$ cat src/rtl/uart_tx.sv
// uart_tx: 8-bit serial transmitter with a valid/ready byte input and configurable parity and stop bits.
module uart_tx #(
  parameter int F = 50000000,
  parameter int BAUD = 115200,
  parameter int PARITY = 0,
  parameter int STOP_BITS = 1
) (
  input  logic       i_clk,
  input  logic       i_rst,
  output logic       o_busy,
  input  logic [7:0] i_data,
  input  logic       i_valid,
  output logic       o_ready,
  output logic       o_tx
);
  localparam int MOD = (F + BAUD / 2) / BAUD;
  localparam int CW = $clog2(MOD);
  if (MOD < 2 || PARITY < 0 || PARITY > 2 || STOP_BITS < 1 || STOP_BITS > 2) begin : g_bad
    $error("uart_tx: illegal parameters");
  end
  typedef enum logic [2:0] {IDLE, START, DATA, PAR, STOP} state_t;
  state_t state, nstate;
  logic [CW-1:0] cnt;
  logic [2:0] idx, idx_n;
  logic [7:0] sh;
  logic par, stop_cnt, tick, last, acc, tx_d;
  assign tick = cnt == CW'(MOD - 1);
  assign last = STOP_BITS == 1 || stop_cnt;
  assign o_ready = !i_rst && (state == IDLE || (state == STOP && tick && last));
  assign acc = i_valid && o_ready;
  assign o_busy = state != IDLE;
  always_ff @(posedge i_clk)
    if (i_rst) begin
      state <= IDLE;
      o_tx <= 1'b1;
      cnt <= '0;
      idx <= '0;
      stop_cnt <= 1'b0;
    end else begin
      state <= nstate;
      o_tx <= tx_d;
      cnt <= acc || tick ? '0 : cnt + 1'b1;
      idx <= acc ? '0 : idx_n;
      stop_cnt <= acc ? 1'b0 : stop_cnt ^ (state == STOP && tick);
    end
  // Byte and its parity are captured once at accept, so later input changes cannot disturb the frame.
  always_ff @(posedge i_clk)
    if (acc) begin
      sh <= i_data;
      par <= ^i_data ^ (PARITY == 1);
    end
  always_comb begin
    nstate = state;
    case (state)
      IDLE:    nstate = acc ? START : IDLE;
      START:   nstate = tick ? DATA : START;
      DATA:    nstate = tick && idx == 3'd7 ? (PARITY != 0 ? PAR : STOP) : DATA;
      PAR:     nstate = tick ? STOP : PAR;
      STOP:    nstate = tick && last ? (acc ? START : IDLE) : STOP;
      default: nstate = IDLE;
    endcase
  end
  // The line value is computed from the next state so o_tx can be a plain register.
  always_comb begin
    idx_n = state == DATA && tick ? 3'(idx + 3'd1) : idx;
    tx_d = nstate == START ? 1'b0 : nstate == DATA ? sh[idx_n] : nstate == PAR ? par : 1'b1;
  end
endmodule

$ cat config.mk
export PLATFORM = sky130hd
export DESIGN_NAME = uart_tx
export DESIGN_NICKNAME = d
export VERILOG_FILES = /design/src/rtl/uart_tx.sv
export SDC_FILE = /design/constraint.sdc
export NUM_CORES = 1
export LEC_CHECK = 0
export ABC_AREA = 0
export CAP_MARGIN = 30
export CORE_ASPECT_RATIO = 1.75
export CORE_MARGIN = 3
export CORE_UTILIZATION = 29
export CTS_BUF_LIST = sky130_fd_sc_hd__clkbuf_8
export CTS_CLUSTER_DIAMETER = 60
export DETAILED_ROUTE_END_ITERATION = 12
export GPL_TIMING_DRIVEN = 0
export PLACE_DENSITY_LB_ADDON = 0.2
export SYNTH_ARGS = -nofsm -noshare
export SYNTH_HDL_FRONTEND = slang
export SYNTH_SLANG_ARGS = --single-unit
$ cat constraint.sdc
create_clock -name i_clk -period 4.4 [get_ports i_clk]
set_clock_uncertainty 0.2 [all_clocks]
set_input_delay 0.44 -clock i_clk [delete_from_list [all_inputs] [get_ports i_clk]]
set_output_delay 0.44 -clock i_clk [all_outputs]
set_load 0.005 [all_outputs]
==> summary.md, run 1 <==
| Metric | Value |
|---|---|
| Status | finished clean |
| Gr usage total | 0.0973 |
| Pin count of the biggest net entering global routing | 15 |
| # diodes | 0 |
| Core box area | 4150 um^2 |
| Comb pwr share | 0.100 |
| Yosys top cell by area | dfxtp_1 |
| Final min period | 2970 ps |
| Register bit total from synthesis | 25 |
| PortBufs | 13 |
| Hold WC Path Type | flop to flop |
| Number of global-route vias before repair | 960 |
| Row count | 31 |
| Startpoint Class | flop |
| Grt ovf | 0 |
| Placed Area | 1450 um^2 |
| CTS resizes | 0 |
| Die Wd | 55.7 um |
| Clk sinks | 25 |
| Root Driver | clkbuf_8 |
| Post-route ant nets | 0 |
| Initial Util | 0.302 |
| Final cycle utilization of the critical path | 0.676 |
| Global-route wire length before repair | 4.02 mm |
| Max frequency | 0.336 GHz |
| CP arrival | 2330 ps |
| Post-Syn Area | 1250 um^2 |
| Commonest non-fill, non-tap cell in the layout | nor2_1 |
| Final layout net count | 151 |
| Via density per instance | 5.02 |
| Power Internal | 0.000336 W |
| Top cell type's share of synthesized area | 0.255 |
| Gpl congestion | 0.739 |
| Worst-case vdd ir drop | 0.151 mV |
| Distinct cells, synth | 37 |
| Synth Net Count | 132 |
| RSZ-0062 raised after global routing | no |
| Max clock buf depth | 2 |
| TritonCTS clock tree | done |
| Ys async rst share | 0 |
| Syn_area_per_cell | 10.7 um^2 |
| First DRT Iteration DRCs | 20 |
| Antenna violations before repair | 0 |
| Drt drc | 0 |
| Setup crit end kind | output pin |
| Fraction of layout cells with a size suffix above 1 | 0.119 |
| Clk_lat worst skew | 270 ps |
| Die Y | 93.0 um |
| LEAKAGE | 0.512 nW |
| Fin. Hold Viols | 0 |
| Area growth syn-to-layout | 19.4% |
| Syn. warnings | 0 |
| Switching fraction of total power | 0.223 |
| Least-Margin Pin Slew | 473 ps |
| Clock-pin transition on the worst setup and hold timing paths | 80 ps |
| Clock share of power | 0.313 |
| GR Util met2 | 0.195 |
| Design area | 1500 um^2 |
| DP Wirelength | 1.86 mm |
| Average wire per standard cell | 12.8 um |
| Gate count of the mapped netlist | 117 |
| Hold-fix buffers at CTS | 0 |
| Slew HR | 0.683 |
| H-tree depth | 1 |
| Power Dens Cells | 289 nW/um^2 |
| Net Switching | 0.0000961 W |
| Reg power frac | 0.587 |
| M1 GR Usage | 0.0894 |
| I/O pin count | 14 |
| Setup violations, final | 0 |
| Sum Neg Setup Slack | 0 ps |
| M3 GR Usage | 0.0193 |
| CP max FO | 10 |
| Required @ worst endpoint | 3760 ps |
| Die ar. | 5180 um^2 |
| Sequential area share after synthesis | 0.471 |
| GRT Max-Usage Layer | met2 |
| Max-slew violation count | 0 |
| Worst setup path category | flop to output pin |
| MaxCap Viol Count | 0 |
| Post-synth EDFFs | 9 |
| Largest cells by area after synthesis | dfxtp_1, edfxtp_1, xnor2_1, nor2_1, ha_1 |
| 1st-pass router iterations | 3 |
| Via count | 923 |
| # Post-CTS Setup Buffers | 0 |
| Wire length reported by the detailed router | 2.36 mm |
| Most frequent cells in the layout | nor2_1, dfxtp_1, clkdlybuf4s50_1, xnor2_1, edfxtp_1 |
| Total CTS buffers | 3 |
| Ys flop type | dfxtp_1 |
[per-layer routing]
layer / vias up / part of all wire
met5: - / 0
met1: 437 / 0.38
li1: 467 / -
met3: 5 / 0.038
met2: 14 / 0.57
met4: 0 / 0.021
[worst max-delay path, stage by stage (launching register included)]
cell             delay [ps]
dfxtp_1                 400
ha_1                    210
and4b_1                 190
buf_4                   140
nand2_2                 130
a2111oi_0               420
clkdlybuf4s50_1         570
[synthesized netlist by cell type, types with 2 or more instances]
| library cell | count |
|---|---|
| nand2_1 | 6 |
| dfxtp_1 | 16 |
| nand3_1 | 7 |
| nand4b_1 | 4 |
| nand4bb_1 | 2 |
| a21oi_1 | 3 |
| xnor2_1 | 9 |
| mux2i_2 | 2 |
| o21ai_0 | 4 |
| nor2_1 | 17 |
| ha_1 | 4 |
| nand4_1 | 4 |
| edfxtp_1 | 9 |
| a31oi_1 | 2 |
| xor2_1 | 5 |
| inv_1 | 2 |
[path summary, 6_finish.rpt]
| path | start | endpoint | slack (ps) | cells after the start |
|---|---|---|---|---|
| max | cnt[0] | o_ready | 1430 | 6 |
| min | cnt[0] | cnt[0] | 300 | 1 |
| max reg2reg | cnt[0] | sh[0] | 2070 | 6 |
| min reg2reg | cnt[0] | cnt[0] | 300 | 1 |
[power by group through the flow]
| stage | registers, W | clock network, W | logic [W] |
|---|---|---|---|
| global route | 0.000254 | 0.000145 | 0.0000479 |
| finish | 0.000253 | 0.000135 | 0.0000432 |
| detailed placement | 0.000259 | 0 | 0.0000438 |
| global placement | 0.000259 | 0 | 0.0000423 |
| floorplan | 0.000258 | 0 | 0.0000228 |
| CTS | 0.000254 | 0.000141 | 0.0000440 |
[sequential cells by signal, summed over array words and instances (netlist names)]
name,count
cnt,9
sh,8
idx,3
state,3
par,1
o_tx,1
[per-stage QoR]
stage                     power [W]  instances  hold WS [ps]   util  worst slack, ps
after detailed placement   0.000303        180           279  0.349             1730
after global placement     0.000301        179           259  0.348             1670
final                      0.000432        184           299  0.361             1430
after floorplan            0.000280        117           241      -             2050
after global routing       0.000447        184           332  0.361             1170
after CTS                  0.000438        184           299  0.361             1410
[final cells by class]
class,instances,area [um^2]
plain buffers,2,12.5
inverters,2,7.51
well taps,49,61.3
fillers,432,2650
flip-flops and latches,25,591
clock buffers,3,41.3
clock inverters,1,5.00
repair buffers,14,135
multi-input cells,88,643
[cell families (layout without fill, tap and decap cells)]
logic type                 after synthesis  in the layout  synth area share
and+or+nand+nor                         53             53             0.267
xor gates and xnor gates                14             14            0.0978
adders and majority gates                4              4            0.0399
buffers and inverters                    4             22            0.0160
muxes                                    2              2            0.0220
AOI/OAI and AO/OA                       15             15            0.0858
DFF                                     25             25             0.471
No activity file was read; power rests on OpenSTA's default activity.
==> run 2: changes to the inputs <==
- clock period: 4.4 -> 2.6 ns (I/O delays scaled with it)
==> run 2 against run 1 <==
Non-clock buffer count unchanged. Clock power rose by 70%. Sequential power increased by 70%. Sequential share of layout area is 0.081 points lower. Flip-flop and latch count did not move. Critical path depth rose by 1. Worst setup slack worse by 1200 ps. Critical path type unchanged. Largest power group unchanged.
==> summary.md, run 2 (synthesized netlist as in run 1, its figures left out) <==
| Metric | Value |
|---|---|
| Status | finished clean (unchanged) |
| Placed Area | 1450 um^2 (unchanged) |
| Least-Margin Pin Slew | 470 ps (was 473 ps) |
| Commonest non-fill, non-tap cell in the layout | nor2_1 (unchanged) |
| Worst-case vdd ir drop | 0.256 mV (was 0.151 mV) |
| Hold WC Path Type | flop to flop (unchanged) |
| Final min period | 2410 ps |
| LEAKAGE | 0.516 nW (was 0.512 nW) |
| Clock-pin transition on the worst setup and hold timing paths | 80 ps (about the same) |
| CP max FO | 10 (unchanged) |
| Average wire per standard cell | 12.9 um (was 12.8 um) |
| Max clock buf depth | 2 (unchanged) |
| Power, Total | 0.000732 W (was 0.000432 W) |
| Via density per instance | 5.07 (was 5.02) |
| PortBufs | 13 (unchanged) |
| Slew HR | 0.685 (was 0.683) |
| First DRT Iteration DRCs | 18 (was 20) |
| 1st-pass router iterations | 3 (unchanged) |
| MaxCap Viol Count | 0 (unchanged) |
| H-tree depth | 1 (unchanged) |
| Reg2Reg Depth | 7 (was 6) |
| Cells after DPL | 180 (unchanged) |
| Largest regs | cnt x9, sh x8 (unchanged) |
| DP Wirelength | 1.86 mm (unchanged) |
| Startpoint Class | flop (unchanged) |
| Gpl congestion | 0.739 (unchanged) |
| Fraction of layout cells with a size suffix above 1 | 0.133 (was 0.119) |
| I/O pin count | 14 (unchanged) |
| RSZ-0062 raised after global routing | no (unchanged) |
| # diodes | 0 (unchanged) |
| Most frequent cells in the layout | nor2_1, dfxtp_1, clkdlybuf4s50_1, xnor2_1, edfxtp_1 (unchanged) |
| Final cycle utilization of the critical path | 0.925 |
| Hold-fix buffers at CTS | 0 (unchanged) |
| TritonCTS clock tree | done (unchanged) |
| Largest register FFs | 9 (unchanged) |
| Worst setup margin | 194 ps (was 1430 ps) |
| Pin count of the biggest net entering global routing | 15 (unchanged) |
| Gr usage total | 0.0982 (was 0.0973) |
| Setup violations, final | 0 (unchanged) |
| Sum Neg Setup Slack | 0 ps (unchanged) |
| Core box area | 4150 um^2 (unchanged) |
| Register with the most flip-flops | cnt (unchanged) |
| Area growth syn-to-layout | 19.9% (was 19.4%) |
| Max frequency | 0.416 GHz |
| Row count | 31 (unchanged) |
| Required @ worst endpoint | 2140 ps (was 3760 ps) |
| Die ar. | 5180 um^2 (unchanged) |
| Worst setup path category | flop to output pin (unchanged) |
| Worst hold path cell count | 1 (unchanged) |
| Clk sinks | 25 (unchanged) |
| Setup crit end kind | output pin (unchanged) |
| # Post-CTS Setup Buffers | 0 (unchanged) |
| Place WS | 106 ps (was 1730 ps) |
| Wire length reported by the detailed router | 2.38 mm (was 2.36 mm) |
| Post-route ant nets | 0 (unchanged) |
| Clk_lat worst skew | 270 ps (about the same) |
| CP arrival | 1950 ps (was 2330 ps) |
| Max-slew violation count | 0 (unchanged) |
| Initial Util | 0.302 (unchanged) |
| Fin cells | 184 (unchanged) |
| Die Y | 93.0 um (unchanged) |
| Via count | 933 (was 923) |
| Final layout net count | 151 (unchanged) |
| Fin. Hold Viols | 0 (unchanged) |
| Power Dens Cells | 487 nW/um^2 (was 289 nW/um^2) |
| Die Wd | 55.7 um (unchanged) |
| Root Driver | clkbuf_8 (unchanged) |
| Drt drc | 0 (unchanged) |
| Total CTS buffers | 3 (unchanged) |
| Antenna violations before repair | 0 (unchanged) |
| Number of global-route vias before repair | 964 (was 960) |
| Design area | 1500 um^2 (about the same) |
| Global-route wire length before repair | 4.06 mm (was 4.02 mm) |
| Grt ovf | 0 (unchanged) |
==> run 2: worst max-delay path: stages, from the launching register on <==
cell           delay (ps)
dfxtp_1               340
inv_1                  60
ha_1                  170
and4b_1               190
buf_4                 140
nand2_2               130
a2111oi_2             370
dlygate4sd2_1         280
==> run 2: what timing repair did <==
item	CTS	global route
setup endpoints to repair	1	1
endpoints found under the hold margin	0	0
gates resized for setup	2	2
==> run 2: area by class of cell <==
| cell class | instances | area, um^2 |
|---|---|---|
| inverter | 2 | 7.51 |
| tap | 49 | 61.3 |
| sequential | 25 | 592 |
| timing repair buffer | 14 | 134 |
| clock inverter | 1 | 5.00 |
| clock buffer | 3 | 41.3 |
| buffer | 2 | 12.5 |
| fill | 433 | 2650 |
| multi-input combinational | 88 | 649 |
==> run 2: final timing paths <==
path | start | endpoint | slack, ps
worst max-delay path | cnt[1] | o_ready | 190
worst min-delay path | cnt[0] | cnt[0] | 260
worst max register to register | cnt[1] | sh[0] | 300
worst min register to register | cnt[0] | cnt[0] | 260
==> run 2: power breakdown <==
part | internal, W | switching (W) | total [W]
logic | 0.0000407 | 0.0000326 | 0.0000734
clock network | 0.000107 | 0.000122 | 0.000229
registers | 0.000420 | 0.00000896 | 0.000429
total | 0.000568 | 0.000163 | 0.000732
==> run 2: per-stage QoR <==
| stage | util | hold slack, ps |
|---|---|---|
| 2_1_floorplan | - | 132 |
| 5_1_grt | 0.362 | 282 |
| 3_5_place_dp | 0.349 | 279 |
| 3_3_place_gp | 0.348 | 259 |
| 6_report | 0.362 | 257 |
| 4_1_cts | 0.361 | 299 |
==> run 2: layer usage <==
metal / wire length, um / share of wire / track usage
met4: 49 / 0.021 / 0.0487
met2: 1360 / 0.57 / 0.198
met1: 874 / 0.37 / 0.0894
met3: 88 / 0.037 / 0.0193
met5: 0 / 0 / 0
==> run 3: changes to the inputs <==
- CORE_ASPECT_RATIO: 1.75 -> default
- GPL_ROUTABILITY_DRIVEN: default -> 0
- REMOVE_ABC_BUFFERS: default -> 1
==> run 3 against run 2 <==
Clock-buffer cell count is the same. Largest cell class unchanged. Power up 0.70%. Non-clock buffer count decreased by 1. Die area down 0.60%. Cell count is the same. Global-route usage up 0.51 points. First-iteration DRC count rose to 2.9 times the previous value. Critical path type unchanged. Worst hold slack lost 1.6 ps. Flip-flop and latch count is the same.
==> summary.md, run 3 (synthesized netlist as in run 1, its figures left out) <==
| Metric | Value |
|---|---|
| Status | finished clean (unchanged) |
| Via density per instance | 4.94 (was 5.07) |
| Startpoint Class | flop (unchanged) |
| Fin cells | 184 (unchanged) |
| Cells along the critical path | inv_1 > ha_1 > and4b_2 > nand2_2 > a2111oi_2 > dlygate4sd2_1 (was inv_1 > ha_1 > and4b_1 > buf_4 > nand2_2 > a2111oi_2 > dlygate4sd2_1) |
| Worst-case vdd ir drop | 0.187 mV (was 0.256 mV) |
| Clk sinks | 25 (unchanged) |
| Grt ovf | 0 (unchanged) |
| CP max FO | 10 (unchanged) |
| Fin util | 0.368 (was 0.362) |
| Root Driver | clkbuf_8 (unchanged) |
| CP Launch Point | cnt[1] (unchanged) |
| Largest register FFs | 9 (unchanged) |
| Average wire per standard cell | 13.1 um (was 12.9 um) |
| Final layout net count | 150 (was 151) |
| Setup crit end kind | output pin (unchanged) |
| Hold WC Path Type | flop to flop (unchanged) |
| TritonCTS clock tree | done (unchanged) |
| Max-slew violation count | 0 (unchanged) |
| Critical-path top delay cell | a2111oi_2 (unchanged) |
| Area growth syn-to-layout | 20.0% (was 19.9%) |
| Slew HR | 0.672 (was 0.685) |
| Clk_lat worst skew | 270 ps (about the same) |
| Fraction of layout cells with a size suffix above 1 | 0.134 (was 0.133) |
| Die Wd | 71.8 um (was 55.7 um) |
| Total CTS buffers | 3 (unchanged) |
| Clock-pin transition on the worst setup and hold timing paths | 90 ps (was 80 ps) |
| Hold path startpoint | cnt[0] (unchanged) |
| Sum Neg Setup Slack | 0 ps (unchanged) |
| Row count | 23 (was 31) |
| Power Dens Cells | 490 nW/um^2 (was 487 nW/um^2) |
| Core box area | 4090 um^2 (was 4150 um^2) |
| PortBufs | 13 (unchanged) |
| Cells after DPL | 179 (was 180) |
| 1st-pass router iterations | 4 (was 3) |
| DP Wirelength | 1.78 mm (was 1.86 mm) |
| Gr usage total | 0.103 (was 0.0982) |
| Final cycle utilization of the critical path | 0.889 (was 0.925) |
| Max clock buf depth | 2 (unchanged) |
| Antenna violations before repair | 0 (unchanged) |
| Power, Total | 0.000737 W (was 0.000732 W) |
| H-tree depth | 1 (unchanged) |
| Number of global-route vias before repair | 929 (was 964) |
| Die ar. | 5150 um^2 (was 5180 um^2) |
| Die Y | 71.8 um (was 93.0 um) |
| Register area | 592 um^2 (unchanged) |
| Post-route ant nets | 0 (unchanged) |
| Required @ worst endpoint | 2140 ps (about the same) |
| Global-route wire length before repair | 4.22 mm (was 4.06 mm) |
| CP max stage delay | 370 ps (about the same) |
| Drt drc | 0 (unchanged) |
| First DRT Iteration DRCs | 52 (was 18) |
| Final min period | 2310 ps (was 2410 ps) |
| Max frequency | 0.432 GHz (was 0.416 GHz) |
| Multi-input gate area | 654 um^2 (was 649 um^2) |
| Fin. Hold Viols | 0 (unchanged) |
| Hold_ws | 256 ps (was 257 ps) |
| MaxCap Viol Count | 0 (unchanged) |
| RSZ-0062 raised after global routing | no (unchanged) |
| Commonest non-fill, non-tap cell in the layout | nor2_1 (unchanged) |
| Wire length reported by the detailed router | 2.41 mm (was 2.38 mm) |
| Largest regs | cnt x9, sh x8 (unchanged) |
| I/O pin count | 14 (unchanged) |
| Setup violations, final | 0 (unchanged) |
| Fillers | 416 (was 433) |
| Most frequent cells in the layout | nor2_1, dfxtp_1, clkdlybuf4s50_1, xnor2_1, edfxtp_1 (unchanged) |
| # diodes | 0 (unchanged) |
| Worst setup path category | flop to output pin (unchanged) |
| Pin count of the biggest net entering global routing | 15 (unchanged) |
| Register with the most flip-flops | cnt (unchanged) |
| Initial Util | 0.307 (was 0.302) |
| LEAKAGE | 0.510 nW (was 0.516 nW) |
| Hold-fix buffers at CTS | 0 (unchanged) |
| Worst r2r src | cnt[1] (unchanged) |
| Least-Margin Pin Slew | 488 ps (was 470 ps) |
| Via count | 909 (was 933) |
| CP arrival | 1850 ps (was 1950 ps) |
==> run 3: cell type report <==
cell class | count | area share
clock inverter | 1 | 0.00333
clock buffer | 3 | 0.0275
inverter | 2 | 0.00499
sequential | 25 | 0.394
timing repair buffer | 15 | 0.0940
tap | 50 | 0.0416
multi-input combinational | 88 | 0.435
==> run 3: power breakdown <==
part	internal (W)	switching (W)	total, W
Sequential	0.000420	0.00000911	0.000430
Combinational	0.0000407	0.0000344	0.0000751
Clock	0.000107	0.000125	0.000232
Total	0.000568	0.000169	0.000737
==> run 3: layer usage <==
layer,track usage,up-vias,part of all wire
met2,0.173,17,0.47
met3,0.0182,2,0.033
li1,-,464,-
met5,0,-,0
met4,0.0397,0,0.012
met1,0.132,426,0.49
==> run 3: final timing paths <==
check,slack [ps],depth (start not counted),to
setup reg to reg,360,6,sh[2]
hold reg to reg,260,1,cnt[0]
setup / recovery,290,6,o_ready
hold / removal,260,1,cnt[0]
==> run 3: per-stage QoR <==
step                      setup WS [ps]  cell area [um^2]
final                               287              1500
after floorplan                     205              1240
after CTS                           273              1500
after detailed placement          -3.82              1440
after global routing                127              1500
after global placement             -236              1430
==> run 3: critical path: cells and delay by family (launching register included) <==
family,cells,cell delay [ps]
fa+ha+maj,1,160
simple gates,2,390
compound gates,1,370
flops,1,340
buf+inv,2,330
==> run 3: repair_timing <==
| action | CTS | global route |
|---|---|---|
| gates resized for setup | 6 | 0 |
| endpoints found under the setup margin | 1 | 0 |
| endpoints found under the hold margin | 0 | 0 |
| setup buffers | 1 | 0 |
==> RTL change 1 (config.mk and constraints of run 3) <==
`F`: 50000000 -> 25000000.
--- a/src/rtl/uart_tx.sv
+++ b/src/rtl/uart_tx.sv
@@ -2,3 +2,3 @@
 module uart_tx #(
-  parameter int F = 50000000,
+  parameter int F = 25000000,
   parameter int BAUD = 115200,
Behaviour: same outputs for any inputs over 10 cycles, from zero or initial values and one cycle with i_rst high; that may be too few to reach the edited logic, so the function may still have changed.
==> RTL change 1 against run 3 <==
- die area shrank 2.7%
- final area shrank 0.75%
- sequential power is 4% lower
- sequential cell count decreased by 1
- count of clock-buffer cells in the layout stayed put
- total power is 11% higher
- synthesized area fell by 2.9%
- final cell count fell by 2.2%
- highest routed layer unchanged
- routed wire length shrank 8.6%
- core utilization rose by 1.9 points
- setup slack better by 0.00072 ns
==> RTL change 1: results (changes against run 3) <==
Worst R2R Path Depth=7 (+1); Slowest cell on crit path=nor2_1; dpl ws=0.176 ns (+0.180 ns); dpl cells=176 (-1.7%); Post-synth top cells=nor2_1, dfxtp_1, edfxtp_1, nand3_1, xnor2_1; via count=874 (-3.9%); status=completed; Int Pwr=653 uW (+15%); # Post-CTS Setup Buffers=0 (-1); share of layout cells above drive strength 1=13.6% (+0.20 points); XOR/XNOR share of the synthesized area=9.35% (-0.43 points); setup ws final=0.288 ns (+0.000717 ns); mux cell area share after synthesis=1.64% (-0.55 points); placement-stage cell area=1400 um^2 (-2.4%); arrival time worst endpoint=2.01 ns (+0.16 ns); peak supply drop=0.246 mV (+31%); Least-Margin Pin Slew=0.806 ns (+0.318 ns); Reg power frac=50.5% (-7.8 points); library cells used by synthesis=36 (-2.7%); Metal-1 WL=1060 um (-10%); Seq/Total Area, Yosys=46.9% (-0.24 points); biggest regs=cnt x8, sh x8; final core utilization=38.7% (+1.9 points); global routing usage on met1=13.3% (+0.10 points); fin crit period=2.31 ns (-0.000717 ns); M3 GR Usage=1.70% (-0.12 points); drt via density=4.86 (-1.7%); crit-path max FO=9 (-1); Final nets=148 (-1.3%); first-pass GRT wire length=4100 um (-2.9%); post-DP HPWL=1710 um (-3.8%)
## RTL change 1: cell types whose count changed after synthesis, moves of 2 or more
cell,change
inv_1,+3
mux2i_1,+2
mux2i_2,-2
nand3_1,+2
nand4b_1,-2
xnor2_1,-2
## RTL change 1: final cells by class
type | instances | area, um^2 | share of cell area, %
repair buffers | 13 | 133 | 8.89
inverters | 5 | 18.8 | 1.26
clock buffers | 3 | 41.3 | 2.77
multi-input cells | 86 | 638 | 42.7
well taps | 48 | 60.1 | 4.02
flip-flops and latches | 24 | 572 | 38.3
clock inverters | 1 | 30.0 | 2.01
## RTL change 1: path summary, 6_finish.rpt
check,slack [ns],end,startpoint
hold / removal,0.26,cnt[0],cnt[0]
setup / recovery,0.29,sh[5],cnt[1]
setup reg to reg,0.29,sh[5],cnt[1]
hold reg to reg,0.26,cnt[0],cnt[0]
## RTL change 1: timing repair
action                     in CTS  in global routing
pin swaps                       0                  0
gates resized for setup         2                  5
setup endpoints to repair       1                 10
==> RTL change 2 (flow settings as in run 3) <==
Made on the original files. Encoding of `state_t`: now Gray code (3 bits for 5 states).
--- a/src/rtl/uart_tx.sv
+++ b/src/rtl/uart_tx.sv
@@ -20,3 +20,3 @@
   end
-  typedef enum logic [2:0] {IDLE, START, DATA, PAR, STOP} state_t;
+  typedef enum logic [2:0] {IDLE = 3'b000, START = 3'b001, DATA = 3'b011, PAR = 3'b010, STOP = 3'b110} state_t;
   state_t state, nstate;
Behaviour: same outputs for any inputs over 10 cycles, from zero or initial values and one cycle with i_rst high; not proved beyond that.
==> RTL change 2 against run 3 <==
- final area is 1.9% higher
- setup slack worse by 0.13 ns
- via count is 1.5% lower
- routed wire length is 7.2% lower
- synthesized area is 2.0% higher
- total power is 1.3% higher
- first-iteration DRC count is 33% lower
- sequential cell count stayed put
- critical path type unchanged
- highest routed layer unchanged
==> RTL change 2: results (changes against run 3) <==
Hold Slack=0.253 ns (-0.00237 ns); Seq/Total Area, Yosys=46.2% (-0.92 points); R2R Setup Slk=0.18 ns (-0.18 ns); post-DP HPWL=1640 um (-7.9%); status=completed; placement-stage cell area=1450 um^2 (+1.0%); Worst R2R Path Depth=8 (+2); multi-input combinational area share=44.6% (+1.1 points); post-cts resize count=1 (-5); Reg-to-Reg End=o_tx; metal3 WL=95 um (+20%); reported clock group power=244 uW (+5%); first-pass GRT wire length=4050 um (-4.1%); Slowest cell on crit path=clkdlybuf4s50_1; Leakage=0.000527 uW (+3.4%); peak supply drop=0.241 mV (+29%); crit-path leading delay family=buffers and inverters; Worst path max stage delay=0.52 ns (+0.15 ns); fin crit period=2.44 ns (+0.126 ns); Area Overhead vs Synth=19.9% (about the same); switching share of power=23.0% (+0.17 points); Metal-1 WL=1060 um (-10%); dpl cells=181 (+1.1%); Wirelength per Cell=12.1 um (-7.7%); Final nets=151 (+0.67%); Comb. pwr=75.4 uW (about the same); Clock buf/inv share=3.27% (+0.19 points); number of DRC markers in iteration 0=35 (-33%); comb_multi_in=89 (+1.1%); synthesized instance count=122 (+4.3%); dominant cells by area after synthesis=dfxtp_1, edfxtp_1, xnor2_1; largest net degree at the start of global routing=17 (+2); # Post-CTS Setup Buffers=0 (-1); vias in the first global route=887 (-4.5%); via count=895 (-1.5%); Tot GR Track Use=9.75% (-0.58 points); Pre-antenna DRT Iters=5 (+1); crit-path max FO=6 (-4); Buffers, non-clock=13 (-2); Non-clock buffering overhead=8.49% (-0.91 points); Hold Vio Cnt, Final=0 (unchanged); library cells used by synthesis=38 (+2.7%); Inverters=4 (+2); Int Pwr=574 uW (+1.1%); filler cell count=419 (+0.72%); arrival time worst endpoint=1.98 ns (+0.13 ns); Hold Crit Class=register to register
-- RTL change 2: cell count changes after synthesis, sizes merged, moves of 3 or more --
cell	change
nand2	-4
nand3	-4
nor2b	+4
nand4b	-3
nor3b	+4
-- RTL change 2: kinds of logic (layout without fill, tap and decap cells) --
| group | Yosys count | in the layout | share of synthesized area (%) |
|---|---|---|---|
| buffers and inverters | 8 | 21 | 2.54 |
| XOR/XNOR | 14 | 14 | 9.59 |
| flip-flops | 25 | 25 | 46.2 |
| multiplexers | 2 | 2 | 2.35 |
| adder cells (fa/ha/maj) | 4 | 4 | 3.91 |
| AND/OR/NAND/NOR | 53 | 53 | 26.7 |
| AO/OA/AOI/OAI | 16 | 16 | 8.71 |
-- RTL change 2: per-layer routing --
| layer | vias up | GRT usage (%) |
|---|---|---|
| met5 | - | 0 |
| met4 | 0 | 2.46 |
| met3 | 2 | 2.91 |
| met2 | 15 | 16.0 |
| met1 | 417 | 12.6 |
| li1 | 461 | - |
